`src/rtl/task_3_latency_stats_if.sv`:
```
`default_nettype none
// +--------------------------------------------------------------------------+
// | task_3_latency_stats_if : latency-stats bus; revision 1.0                |
// +--------------------------------------------------------------------------+
interface task_3_latency_stats_if #(
  parameter int LAT_W = 24,
  parameter int CNT_W = 16
);
  logic [LAT_W-1:0] i_lat;
  logic             i_lat_valid;
  logic             i_clear;
  logic [LAT_W-1:0] o_last;
  logic [LAT_W-1:0] o_min;
  logic [LAT_W-1:0] o_max;
  logic [LAT_W-1:0] o_avg;
  logic [CNT_W-1:0] o_win_cnt;
  logic             o_stats_valid;

  modport master (
    output i_lat, i_lat_valid, i_clear,
    input  o_last, o_min, o_max, o_avg, o_win_cnt, o_stats_valid
  );

  modport slave (
    input  i_lat, i_lat_valid, i_clear,
    output o_last, o_min, o_max, o_avg, o_win_cnt, o_stats_valid
  );
endinterface
`default_nettype wire

```
`src/rtl/task_3_latency_stats.sv`:
```
`default_nettype none
// +--------------------------------------------------------------------------+
// | task_3_latency_stats : windowed min/max/avg of per-sample latency; r1.0  |
// +--------------------------------------------------------------------------+
module task_3_latency_stats #(
  parameter int DATA_WIDTH        = 8,
  parameter int LAT_SIZE_IN_WIDTH = 3,
  parameter int WINDOW_LOG2       = 3,
  parameter int CNT_W             = 16
) (
  input  logic                   i_clk,
  input  logic                   i_rst,
  task_3_latency_stats_if.slave  bus
);
  localparam int LAT_W   = DATA_WIDTH * LAT_SIZE_IN_WIDTH;
  localparam int c_SUM_W = LAT_W + WINDOW_LOG2;
  localparam int c_SCNT_W = WINDOW_LOG2 + 1;
  localparam logic [c_SCNT_W-1:0] c_WIN_LAST = c_SCNT_W'((2 ** WINDOW_LOG2) - 1);

  logic [LAT_W-1:0]    base_q, base_d, last_q, last_d;
  logic [LAT_W-1:0]    run_min_q, run_min_d, run_max_q, run_max_d;
  logic [LAT_W-1:0]    min_q, min_d, max_q, max_d, avg_q, avg_d;
  logic [c_SUM_W-1:0]  sum_q, sum_d;
  logic [c_SCNT_W-1:0] scnt_q, scnt_d;
  logic [CNT_W-1:0]    win_cnt_q, win_cnt_d;
  logic                s1_vld_q, s1_vld_d, stats_vld_q, stats_vld_d;

  logic [LAT_W-1:0]    w_delta, w_min_nxt, w_max_nxt;
  logic [c_SUM_W-1:0]  w_sum_nxt;
  logic                w_win_done;

  // Modular subtraction makes counter wrap-around of the busy-cycle count transparent.
  assign w_delta    = bus.i_lat - base_q;
  assign w_sum_nxt  = sum_q + c_SUM_W'(last_q);
  assign w_min_nxt  = (last_q < run_min_q) ? last_q : run_min_q;
  assign w_max_nxt  = (last_q > run_max_q) ? last_q : run_max_q;
  assign w_win_done = (scnt_q == c_WIN_LAST);

  always_comb begin
    base_d      = base_q;
    last_d      = last_q;
    run_min_d   = run_min_q;
    run_max_d   = run_max_q;
    min_d       = min_q;
    max_d       = max_q;
    avg_d       = avg_q;
    sum_d       = sum_q;
    scnt_d      = scnt_q;
    win_cnt_d   = win_cnt_q;
    stats_vld_d = 1'b0;
    s1_vld_d    = bus.i_lat_valid & ~bus.i_clear;

    if (bus.i_lat_valid) begin
      base_d = bus.i_lat;
      last_d = w_delta;
    end

    if (bus.i_clear) begin
      scnt_d    = '0;
      sum_d     = '0;
      run_min_d = '1;
      run_max_d = '0;
    end else if (s1_vld_q) begin
      if (w_win_done) begin
        // Final sample is folded in combinationally so the window publishes this edge.
        min_d       = w_min_nxt;
        max_d       = w_max_nxt;
        avg_d       = w_sum_nxt[c_SUM_W-1:WINDOW_LOG2];
        win_cnt_d   = win_cnt_q + CNT_W'(1);
        stats_vld_d = 1'b1;
        scnt_d      = '0;
        sum_d       = '0;
        run_min_d   = '1;
        run_max_d   = '0;
      end else begin
        scnt_d    = scnt_q + c_SCNT_W'(1);
        sum_d     = w_sum_nxt;
        run_min_d = w_min_nxt;
        run_max_d = w_max_nxt;
      end
    end
  end

  always_ff @(posedge i_clk) begin
    if (i_rst) begin
      base_q      <= '0;
      last_q      <= '0;
      run_min_q   <= '1;
      run_max_q   <= '0;
      min_q       <= '0;
      max_q       <= '0;
      avg_q       <= '0;
      sum_q       <= '0;
      scnt_q      <= '0;
      win_cnt_q   <= '0;
      s1_vld_q    <= 1'b0;
      stats_vld_q <= 1'b0;
    end else begin
      base_q      <= base_d;
      last_q      <= last_d;
      run_min_q   <= run_min_d;
      run_max_q   <= run_max_d;
      min_q       <= min_d;
      max_q       <= max_d;
      avg_q       <= avg_d;
      sum_q       <= sum_d;
      scnt_q      <= scnt_d;
      win_cnt_q   <= win_cnt_d;
      s1_vld_q    <= s1_vld_d;
      stats_vld_q <= stats_vld_d;
    end
  end

  assign bus.o_last        = last_q;
  assign bus.o_min         = min_q;
  assign bus.o_max         = max_q;
  assign bus.o_avg         = avg_q;
  assign bus.o_win_cnt     = win_cnt_q;
  assign bus.o_stats_valid = stats_vld_q;
endmodule
`default_nettype wire
```
`src/flat_wrapper.sv`:
```
// flat-port wrapper written by rule: the top's interface ports become plain ports
module task_3_latency_stats_flat 
#(
  parameter int DATA_WIDTH        = 8,
  parameter int LAT_SIZE_IN_WIDTH = 3,
  parameter int WINDOW_LOG2       = 3,
  parameter int CNT_W             = 16
)
  (i_clk, i_rst, bus_i_lat, bus_i_lat_valid, bus_i_clear, bus_o_last, bus_o_min, bus_o_max, bus_o_avg, bus_o_win_cnt, bus_o_stats_valid);
  task_3_latency_stats_if #(.CNT_W(CNT_W)) bus_i ();
  input  logic i_clk;
  input  logic i_rst;
  input wire logic [$bits(bus_i.i_lat)-1:0] bus_i_lat;
  input wire logic [$bits(bus_i.i_lat_valid)-1:0] bus_i_lat_valid;
  input wire logic [$bits(bus_i.i_clear)-1:0] bus_i_clear;
  output wire logic [$bits(bus_i.o_last)-1:0] bus_o_last;
  output wire logic [$bits(bus_i.o_min)-1:0] bus_o_min;
  output wire logic [$bits(bus_i.o_max)-1:0] bus_o_max;
  output wire logic [$bits(bus_i.o_avg)-1:0] bus_o_avg;
  output wire logic [$bits(bus_i.o_win_cnt)-1:0] bus_o_win_cnt;
  output wire logic [$bits(bus_i.o_stats_valid)-1:0] bus_o_stats_valid;
  assign bus_i.i_lat = bus_i_lat;
  assign bus_i.i_lat_valid = bus_i_lat_valid;
  assign bus_i.i_clear = bus_i_clear;
  assign bus_o_last = bus_i.o_last;
  assign bus_o_min = bus_i.o_min;
  assign bus_o_max = bus_i.o_max;
  assign bus_o_avg = bus_i.o_avg;
  assign bus_o_win_cnt = bus_i.o_win_cnt;
  assign bus_o_stats_valid = bus_i.o_stats_valid;
  task_3_latency_stats #(.DATA_WIDTH(DATA_WIDTH), .LAT_SIZE_IN_WIDTH(LAT_SIZE_IN_WIDTH), .WINDOW_LOG2(WINDOW_LOG2), .CNT_W(CNT_W)) u_core (.i_clk(i_clk), .i_rst(i_rst), .bus(bus_i));
endmodule
```
`config.mk`:
```
export PLATFORM = sky130hd
export DESIGN_NAME = task_3_latency_stats_flat
export DESIGN_NICKNAME = d
export VERILOG_FILES = /design/src/rtl/task_3_latency_stats_if.sv /design/src/rtl/task_3_latency_stats.sv /design/src/flat_wrapper.sv
export SDC_FILE = /design/constraint.sdc
export NUM_CORES = 1
export LEC_CHECK = 0
export BUFFER_PORTS_ARGS = -buffer_cell sky130_fd_sc_hd__buf_4
export CORE_MARGIN = 1
export CORE_UTILIZATION = 45
export CTS_CLUSTER_DIAMETER = 100
export DETAILED_ROUTE_END_ITERATION = 12
export PLACE_DENSITY = 0.71
export SYNTH_ARGS = -nofsm -noshare
export SYNTH_HDL_FRONTEND = slang
export SYNTH_SLANG_ARGS = --single-unit
```
`constraint.sdc`:
```
create_clock -name i_clk -period 3 [get_ports i_clk]
set_input_delay 0.45 -clock i_clk [delete_from_list [all_inputs] [get_ports i_clk]]
set_output_delay 0.45 -clock i_clk [all_outputs]
set_load 0.05 [all_outputs]
```
==> out/qor.yml <==
run_status:
  status: "completed"
logic_synthesis:
  async_flop_share_pct: 0
  synth_ff_type: "dfxtp_1"
  ys_seq_area_share_pct: 36.8
  synth-edff-count: 0
  syn_area_sq_mm: 0.0118
  synth-seq-cells: 217
  ys_types: 63
  synthesis.nets: 1547
  synth_cells: 1421
  yosys_warnings: 0
  syn_area_per_cell_sq_um: 8.31
cells_and_area:
  synthToLayoutAreaGrowth_pct: 21.1
  antenna_cells: 0
  ff_latch_area_sq_mm: 0.00435
  nNetsFinal: 1696
  final_common_cell: "dfxtp_1"
  fillCellCount: 2336
  final_cell_mix: "dfxtp_1 (215), buf_4 (199), nor2_1 (163)"
  multi_input_area_sq_mm: 0.00685
  drive_gt1_share_pct: 16.4
sta:
  slew-limit-headroom_pct: 55.5
  slew_viol_final: 0
  period_needed_ns: 2.86
  hold_slack_ns: 0.162
  skew_ns: 0.0258
  tns_ns: 0
  hold_viol: 0
  setup-violations-final: 0
  tightestPinTransition_ns: 0.667
  fin_crit_sh_pct: 95.4
  grt_setup_unrepaired: "false"
  max_freq_mhz: 350
worst_setup_path:
  critical_path_class: "reg2reg"
  r2r-start: "u_core.bus.o_last[0]$_SDFFE_PP0P_"
  arrival_ns: 3.26
  reg2reg_depth: 11
  critPathCaptureType: "register"
  critPathMaxStageDelay_ns: 0.37
  cp_cell_sequence: "ha_1 -> inv_1 -> fa_2 -> nor2b_4 -> o31a_1 -> o31a_1 -> or2_4 -> a21o_1 -> a221o_1 -> nor4b_4 -> a311o_1"
  rr_endpoint: "u_core.bus.o_avg[19]$_SDFFE_PP0P_"
  r2r_slack_ns: 0.14
  critPathRequiredTime_ns: 3.40
  critPathLaunchType: "register"
  crit_path_frequent_cell: "o31a_1"
  slowest_stage: "a221o_1"
  crit_fanout: 3
grt:
  grt_overflow: 0
  grt_pass1_vias: 9874
  grt_pass1_wl_microns: 51300
  grtUsageTotal_pct: 23.9
  grt_max_degree: 128
  antenna_found_initial: 0
hold_path:
  min_path_type: "in2reg"
  min_from: "bus_i_lat[21]"
  whs_endpoint: "u_core.base_q[21]$_SDFFE_PP0P_"
  whs_path_depth: 3
run:
  max_cap_violations: 0
detailed_routing:
  drt_iter0_drc: 693
  drc: 0
  via_per_inst: 5.57
  wl_microns: 32600
  vias: 10700
  routedWlPerCell_microns: 17.0
  ant_nets: 0
  first_pass_iters: 5
place:
  place_hpwl_microns: 23400
  gp_congestion: 0.911
  portBuffers: 140
power_and_ir_drop:
  p_seq_share_pct: 40.0
  switching_share_pct: 29.1
  switching_power_mw: 2.21
  vdd_ir_drop_max_mv: 0.391
  power_mw: 7.60
  leakage_nw: 6.37
  internal_power_mw: 5.39
  combPwrFrac_pct: 20.0
  power.clock.fraction_pct: 40.0
  power_density_mw_per_mm2: 532
die:
  die_h_microns: 164
  io_pins: 141
  die_area_sq_mm: 0.0269
  fp.dieW_microns: 164
  rows: 58
  start_util_pct: 46.3
  coreArea_sq_mm: 0.0255
cts:
  htree_levels: 1
  numCtsBuffers: 25
  postCtsHoldBufs: 0
  cts_root_buf: "clkbuf_16"
  clkLatencyLatePin_ns: 0.53
  clock-sinks: 217
  cts.path.max_buffers: 3
  clk_pin_slew_ns: 0.06
  cts_tree: "done"
[worst max-delay path: cells and delay by family, from the launching register on]
family	cells	cell delay [ns]
adders and majority gates	2	0.47
AOI/OAI and AO/OA	5	1.42
DFF	1	0.31
and+or+nand+nor	3	0.46
buffers and inverters	1	0.08
[power by group through the flow]
stage	Clock [mW]	Combinational [mW]	Sequential, mW
global placement	0	1.49	3.10
detailed placement	0	1.51	3.10
finish	3.04	1.52	3.04
CTS	3.10	1.52	3.04
floorplan	0	0.867	3.22
global route	3.23	1.65	3.04
[per-stage QoR]
step,instance area [sq um],utilization [%],instances,setup WS (ns)
2_1_floorplan,11800,-,1421,0.0110
3_3_place_gp,13500,52.9,1873,0.163
3_5_place_dp,13500,52.9,1873,0.160
4_1_cts,14300,56.1,1917,0.138
5_1_grt,14300,56.1,1917,0.00343
6_report,14300,56.1,1917,0.139
[sequential cells by signal (all words and copies together), names as in the netlist, 16 cells and up]
name	count
u_core.bus.o_max	24
u_core.run_min_q	24
u_core.bus.o_avg	24
u_core.sum_q	27
u_core.run_max_q	24
u_core.bus.o_min	24
u_core.bus.o_win_cnt	16
u_core.bus.o_last	24
u_core.base_q	24
[synth_stat cells, types with 4 or more instances]
master / instances / area [sq um]
ha_1: 96 / 1200
or3_1: 7 / 43.8
or2_2: 7 / 43.8
mux2i_1: 61 / 611
nand2b_1: 7 / 43.8
o211ai_1: 8 / 60.1
and2_1: 6 / 37.5
a21oi_1: 131 / 656
nand4_1: 18 / 113
nor2_1: 164 / 616
xor2_1: 20 / 175
nor3_1: 13 / 65.1
o32ai_1: 24 / 210
a31oi_1: 10 / 62.6
xnor2_1: 33 / 289
nand3_1: 63 / 315
and3_1: 9 / 56.3
clkbuf_1: 61 / 229
a21o_1: 29 / 218
a211oi_1: 62 / 465
buf_2: 9 / 45.0
o21a_1: 13 / 97.6
a22o_1: 16 / 140
buf_1: 10 / 37.5
o21ai_0: 43 / 215
o31ai_1: 4 / 30.0
dfxtp_1: 217 / 4340
nand2_1: 131 / 492
o21bai_1: 4 / 30.0
nor2b_1: 14 / 87.6
inv_1: 83 / 312
[cells by family (layout without fill, tap and decap cells)]
kind of cell,after synthesis,in the layout,share of synthesized area (%)
and+or+nand+nor,456,456,17.6
muxes,62,62,5.27
AOI/OAI and AO/OA,371,371,20.6
buffers and inverters,164,330,5.31
DFF,217,217,36.8
xor gates and xnor gates,53,53,3.93
adders and majority gates,98,98,10.5
[worst max-delay path by stage]
stage	cells past startpoint	slack (ns)	end	startpoint
floorplan	11	0.01	u_core.bus.o_avg[19]$_SDFFE_PP0P_	u_core.bus.o_last[0]$_SDFFE_PP0P_
global placement	10	0.16	u_core.bus.o_avg[23]$_SDFFE_PP0P_	u_core.bus.o_last[13]$_SDFFE_PP0P_
detailed placement	11	0.16	u_core.bus.o_avg[19]$_SDFFE_PP0P_	u_core.bus.o_last[0]$_SDFFE_PP0P_
CTS	11	0.14	u_core.bus.o_avg[19]$_SDFFE_PP0P_	u_core.bus.o_last[0]$_SDFFE_PP0P_
global route	10	0.003	u_core.run_max_q[0]$_SDFFE_PP0P_	u_core.bus.o_last[19]$_SDFFE_PP0P_
finish	11	0.14	u_core.bus.o_avg[19]$_SDFFE_PP0P_	u_core.bus.o_last[0]$_SDFFE_PP0P_
[cell type report]
type / instances / share of cell area, %
Clock buffer: 35 / 5.06
Clock inverter: 9 / 0.682
Inverter: 84 / 2.20
Multi-Input combinational cell: 1040 / 47.9
Sequential cell: 217 / 30.4
Tap cell: 330 / 2.89
Timing Repair Buffer: 202 / 10.9
[metal layers]
metal	global-route usage, %	up-vias	wire length (microns)
li1	-	5348	-
met1	31.9	4943	14700
met2	39.8	340	14900
met3	3.64	44	2190
met4	7.11	0	780
met5	0	-	0
[what timing repair did]
| action | CTS | global route |
|---|---|---|
| resized for setup | 0 | 2 |
| setup buffers | 0 | 0 |
| setup endpoints to repair | 0 | 3 |
Note: power is estimated with default switching activity, not from simulation.
